### config.mk
export PLATFORM = sky130hd
export DESIGN_NAME = md_unit
export DESIGN_NICKNAME = d
export VERILOG_FILES = /design/src/rtl/md_unit.sv
export SDC_FILE = /design/constraint.sdc
export NUM_CORES = 2
export LEC_CHECK = 0
export CAP_MARGIN = 20
export CORE_MARGIN = 2
export CORE_UTILIZATION = 45
export CTS_BUF_LIST = sky130_fd_sc_hd__clkbuf_8
export CTS_CLUSTER_SIZE = 40
export DETAILED_ROUTE_END_ITERATION = 8
export RECOVER_POWER = 50
export SLEW_MARGIN = 20
export SYNTH_ARGS = -nofsm -noshare
export SYNTH_HDL_FRONTEND = slang
export SYNTH_SLANG_ARGS = --single-unit
### constraint.sdc
create_clock -name clk -period 12.7 [get_ports clk]
set_clock_uncertainty 0.2 [all_clocks]
set_input_delay 1.905 -clock clk [delete_from_list [all_inputs] [get_ports clk]]
set_output_delay 1.905 -clock clk [all_outputs]
set_load 0.005 [all_outputs]
### src/rtl/md_unit.sv
// rtl/md_unit.sv - iterative multiply/divide unit owning HI/LO for the EX stage
module md_unit #(
    parameter int MUL_CYCLES = 5
) (
    input  logic        clk,
    input  logic        reset,
    input  logic        ex_valid,
    input  logic [2:0]  md_func,
    input  logic        md_sign,
    input  logic        md_hiwb,
    input  logic        md_lowb,
    input  logic [31:0] op_a,
    input  logic [31:0] op_b,
    output logic        busy,
    output logic [31:0] md_rdata,
    output logic [31:0] hi,
    output logic [31:0] lo
);

    typedef enum logic [1:0] {S_IDLE, S_MUL, S_DIV} state_t;

    state_t      state_q, state_d;
    logic [5:0]  cnt_q, cnt_d;
    logic [63:0] prod_q, prod_d;
    logic [31:0] quo_q, quo_d;
    logic [31:0] rem_q, rem_d;
    logic [31:0] dvs_q, dvs_d;
    logic [31:0] dnd_q, dnd_d;
    logic        qneg_q, qneg_d;
    logic        rneg_q, rneg_d;
    logic        dz_q, dz_d;
    logic [31:0] hi_q, hi_d;
    logic [31:0] lo_q, lo_d;

    logic        start;
    logic        a_neg, b_neg;
    logic [31:0] a_mag, b_mag;
    logic signed [65:0] mul_a, mul_b, prod_full;
    logic [32:0] shifted, trial;

    always_comb begin
        start     = ex_valid && (md_func == 3'd3 || md_func == 3'd4) && (state_q == S_IDLE);
        a_neg     = md_sign & op_a[31];
        b_neg     = md_sign & op_b[31];
        a_mag     = a_neg ? (~op_a + 32'd1) : op_a;
        b_mag     = b_neg ? (~op_b + 32'd1) : op_b;
        // 33x33 semantics: extend with the sign bit only in signed mode
        mul_a     = {{33{a_neg}}, a_neg, op_a};
        mul_b     = {{33{b_neg}}, b_neg, op_b};
        prod_full = mul_a * mul_b;
        // quo_q starts as the dividend magnitude and fills with quotient bits from the right
        shifted   = {rem_q, quo_q[31]};
        trial     = shifted - {1'b0, dvs_q};
    end

    always_comb begin
        state_d = state_q;
        cnt_d   = cnt_q;
        prod_d  = prod_q;
        quo_d   = quo_q;
        rem_d   = rem_q;
        dvs_d   = dvs_q;
        dnd_d   = dnd_q;
        qneg_d  = qneg_q;
        rneg_d  = rneg_q;
        dz_d    = dz_q;
        hi_d    = hi_q;
        lo_d    = lo_q;
        case (state_q)
            S_IDLE: begin
                if (ex_valid) begin
                    case (md_func)
                        3'd1: hi_d = op_a;
                        3'd2: lo_d = op_a;
                        3'd3: begin
                            state_d = S_MUL;
                            cnt_d   = 6'(MUL_CYCLES - 1);
                            prod_d  = prod_full[63:0];
                        end
                        3'd4: begin
                            state_d = S_DIV;
                            cnt_d   = 6'd32;
                            quo_d   = a_mag;
                            rem_d   = 32'd0;
                            dvs_d   = b_mag;
                            dnd_d   = op_a;
                            qneg_d  = a_neg ^ b_neg;
                            rneg_d  = a_neg;
                            dz_d    = (op_b == 32'd0);
                        end
                        default: ;
                    endcase
                end
            end
            S_MUL: begin
                if (cnt_q == 6'd0) begin
                    hi_d    = prod_q[63:32];
                    lo_d    = prod_q[31:0];
                    state_d = S_IDLE;
                end else begin
                    cnt_d = cnt_q - 6'd1;
                end
            end
            S_DIV: begin
                if (cnt_q != 6'd0) begin
                    if (!trial[32]) begin
                        rem_d = trial[31:0];
                        quo_d = {quo_q[30:0], 1'b1};
                    end else begin
                        rem_d = shifted[31:0];
                        quo_d = {quo_q[30:0], 1'b0};
                    end
                    cnt_d = cnt_q - 6'd1;
                end else begin
                    if (dz_q) begin
                        lo_d = 32'hFFFF_FFFF;
                        hi_d = dnd_q;
                    end else begin
                        lo_d = qneg_q ? (~quo_q + 32'd1) : quo_q;
                        hi_d = rneg_q ? (~rem_q + 32'd1) : rem_q;
                    end
                    state_d = S_IDLE;
                end
            end
            default: state_d = S_IDLE;
        endcase
    end

    always_ff @(posedge clk) begin
        if (reset) begin
            state_q <= S_IDLE;
            cnt_q   <= 6'd0;
            prod_q  <= 64'd0;
            quo_q   <= 32'd0;
            rem_q   <= 32'd0;
            dvs_q   <= 32'd0;
            dnd_q   <= 32'd0;
            qneg_q  <= 1'b0;
            rneg_q  <= 1'b0;
            dz_q    <= 1'b0;
            hi_q    <= 32'd0;
            lo_q    <= 32'd0;
        end else begin
            state_q <= state_d;
            cnt_q   <= cnt_d;
            prod_q  <= prod_d;
            quo_q   <= quo_d;
            rem_q   <= rem_d;
            dvs_q   <= dvs_d;
            dnd_q   <= dnd_d;
            qneg_q  <= qneg_d;
            rneg_q  <= rneg_d;
            dz_q    <= dz_d;
            hi_q    <= hi_d;
            lo_q    <= lo_d;
        end
    end

    assign busy     = start || (state_q != S_IDLE);
    assign hi       = hi_q;
    assign lo       = lo_q;
    assign md_rdata = md_hiwb ? hi_q : (md_lowb ? lo_q : 32'd0);

endmodule

==> results.yml <==
logic_synthesis:
  synth_largest_area_cell: "fa_1"
  synth_cells: 6469
  ys_types: 87
  synthArstFlopShare_pct: 0
  netlist_area_mm2: 0.0544
  yosys-top-cells-area: "fa_1, dfxtp_1, nand2_1, inv_1, ha_1"
  ys_ff_latch: 267
  ys.flop_type: "dfxtp_1"
  synthesis.nets: 7922
  avgSynthCellArea_um2: 8.40
  ys_seq_area_share_pct: 9.83
  synth_top_area_share_pct: 41.5
  yosys_warnings: 0
  synth_edf_count: 0
run_status:
  violations: "capacitance limit, slew limit"
  status: "complete, but fails checks"
timing:
  fin_crit_ns: 10.85
  finalHoldViolCount: 0
  setup_viol_count_final: 0
  fin_tns_setup_ns: 0
  max_freq_ghz: 0.0921
  period_share_pct: 85.5
  worst_pin_slew_ns: 3.47
  rsz0062_at_grt: "no"
  drv_slew: 297
  slew_headroom_pct: -131
setup_path:
  cp.depth: 27
  reg2reg_from: "state_q[0]"
  cp_top_family: "adder cells"
  cp_slowest_cell: "fa_1"
  cp_common_cell: "fa_1"
  rr_worst_depth: 10
  path_max_fanout: 15
  crit_path_start_kind: "primary input"
  critical_path_buf_inv_count: 7
  crit_path_end_kind: "flop"
  r2r-end: "rem_q[26]"
  crit_type: "in2reg"
  r2r_slack_ns: 6.32
  cp_data_required_time_ns: 12.99
  cp.arrival_ns: 11.14
  critPathMaxStageDelay_ns: 0.83
layout:
  area.growth.synth_to_final_pct: 6.08
  drive_above_1_share_pct: 3.76
  multi_input_area_mm2: 0.0428
  regArea_mm2: 0.00535
  fin_nets: 7786
  fill_cells: 11700
routing:
  drc: 0
  vias_per_cell: 5.46
  drt-initial-drc-count: 3486
  vias: 43600
  drt_first_pass_iters: 5
  ant_nets: 0
  wl_per_cell_um: 21.3
  routed_wl_mm: 169
floorplanning:
  num_rows: 127
  die_h_um: 352
  fp.dieArea_mm2: 0.124
  io_pins: 170
  core_area_mm2: 0.120
  initial_core_util_pct: 45.4
  die_w_um: 352
hold_path:
  hp-class: "reg2reg"
  hold_end: "dvs_q[31]"
  hold_depth: 2
  min_from: "dvs_q[31]"
clock_tree:
  cts_tree: "yes"
  clockBufferDepth: 3
  clock_latency_ns: 0.59
  cts_setup_buffers: 0
  cts_buffers: 43
  htreeDepth: 2
  cts_root_buf: "clkbuf_8"
  cts.repair.resized: 0
  clkSinkCount: 267
  clkTransAtPathRegs_ns: 0.07
  hold_buffers: 0
grt:
  grt_pass1_wl_mm: 270
  grt_pass1_vias: 45900
  grt-ovfl-total: 0
  antenna_found_initial: 19
  grt_max_degree: 195
  grt_use_total_pct: 28.3
placed_design:
  port_buffers: 169
  hpwlAfterDp_mm: 133
  routabilityCongestion: 0.912
job:
  drv_cap: 5
-- cell type report --
class / instances / share of cell area, %
well taps: 1612 / 3.50
inverters: 1170 / 7.62
diodes: 5 / 0.0217
flip-flops and latches: 267 / 9.27
multi-input cells: 4585 / 74.3
clock buffers: 52 / 1.24
clock inverters: 17 / 0.178
repair buffers: 266 / 3.92
-- worst reg2reg max path, cell delays in order, from the launching register on --
cell and delay, ns:
dfxtp_1 0.34, inv_1 0.13, ha_2 0.33, and3_1 1.61
clkbuf_1 1.73, o21ai_2 0.12, buf_4 0.34, nor2_1 0.81
o311ai_0 0.33, o21a_1 0.26, o21ai_1 0.12
-- cell usage after synthesis, types with 12 or more instances --
master    instances
nand2_1        1218
inv_1          1170
fa_1           1126
and2_1          346
clkbuf_1        344
a21oi_1         300
dfxtp_1         267
nor2_1          256
ha_1            254
o21ai_0         164
xnor2_1         130
xor2_1           85
buf_1            74
nor3_1           56
o21ai_1          54
a21o_1           52
a211oi_1         45
nand3_1          43
a221oi_1         40
mux2i_1          35
and3_1           31
o31ai_1          28
nand2b_1         27
a311oi_1         25
nand4_1          23
a31oi_1          21
o21a_1           21
o21bai_1         18
o41ai_1          16
or4_1            16
nor4_1           15
or3_1            15
buf_2            12
-- through the flow --
stage          hold WS [ns]  std cells  utilization [%]  cell area [um2]  worst slack (ns)
3_3_place_gp          0.242       7899             47.4            56800              1.42
4_1_cts               0.255       7969             48.1            57700              1.89
2_1_floorplan         0.225       6469                -            54400              2.69
3_5_place_dp          0.245       7900             47.5            56900              1.31
6_report              0.252       7974             48.1            57700              1.85
5_1_grt               0.270       7974             48.1            57700              1.16
-- registers in the layout, summed over array words and instances, names as in the netlist --
name / flops
qneg_q: 1
dnd_q: 32
prod_q: 64
lo: 32
rem_q: 32
dvs_q: 32
dz_q: 1
hi: 32
rneg_q: 1
cnt_q: 6
state_q: 2
quo_q: 32
-- cell usage in the layout (no fill, tap or decap), types with 45 or more instances in the layout --
cell	count
o21ai_1	53
buf_4	90
xor2_1	85
dfxtp_1	266
nor3_1	56
a21o_1	50
clkbuf_8	52
and2_1	346
o21ai_0	164
xnor2_1	130
nor2_1	255
dlygate4sd3_1	67
nand2_1	1218
clkdlybuf4s50_1	62
a21oi_1	301
inv_1	1182
fa_1	1125
a211oi_1	45
ha_1	251
-- worst max-delay path by stage --
stage | end | from | slack [ns]
2_1_floorplan | prod_q[61] | op_a[31] | 2.69
3_3_place_gp | prod_q[61] | md_sign | 1.42
3_5_place_dp | prod_q[61] | md_sign | 1.31
4_1_cts | prod_q[61] | md_sign | 1.89
5_1_grt | prod_q[59] | md_sign | 1.16
6_report | prod_q[59] | md_sign | 1.85
-- cells by family (layout without fill, tap and decap cells) --
group / Yosys count / in the layout / synth area share (%)
flops: 267 / 267 / 9.83
simple gates: 2097 / 2097 / 17.4
mux: 37 / 37 / 0.686
other cells: 0 / 5 / 0
fa+ha+maj: 1380 / 1380 / 47.3
buf+inv: 1617 / 1505 / 11.5
compound gates: 856 / 856 / 9.83
xor+xnor: 215 / 215 / 3.46
-- metal layers --
layer	global-route usage [%]	routed length (um)
met1	38.2	71800
met2	48.0	82100
met3	3.37	10300
met4	7.92	5240
met5	0	116
Power is not shown: default switching activity piles up to over one toggle a cycle in this logic, so the estimate is an artifact.
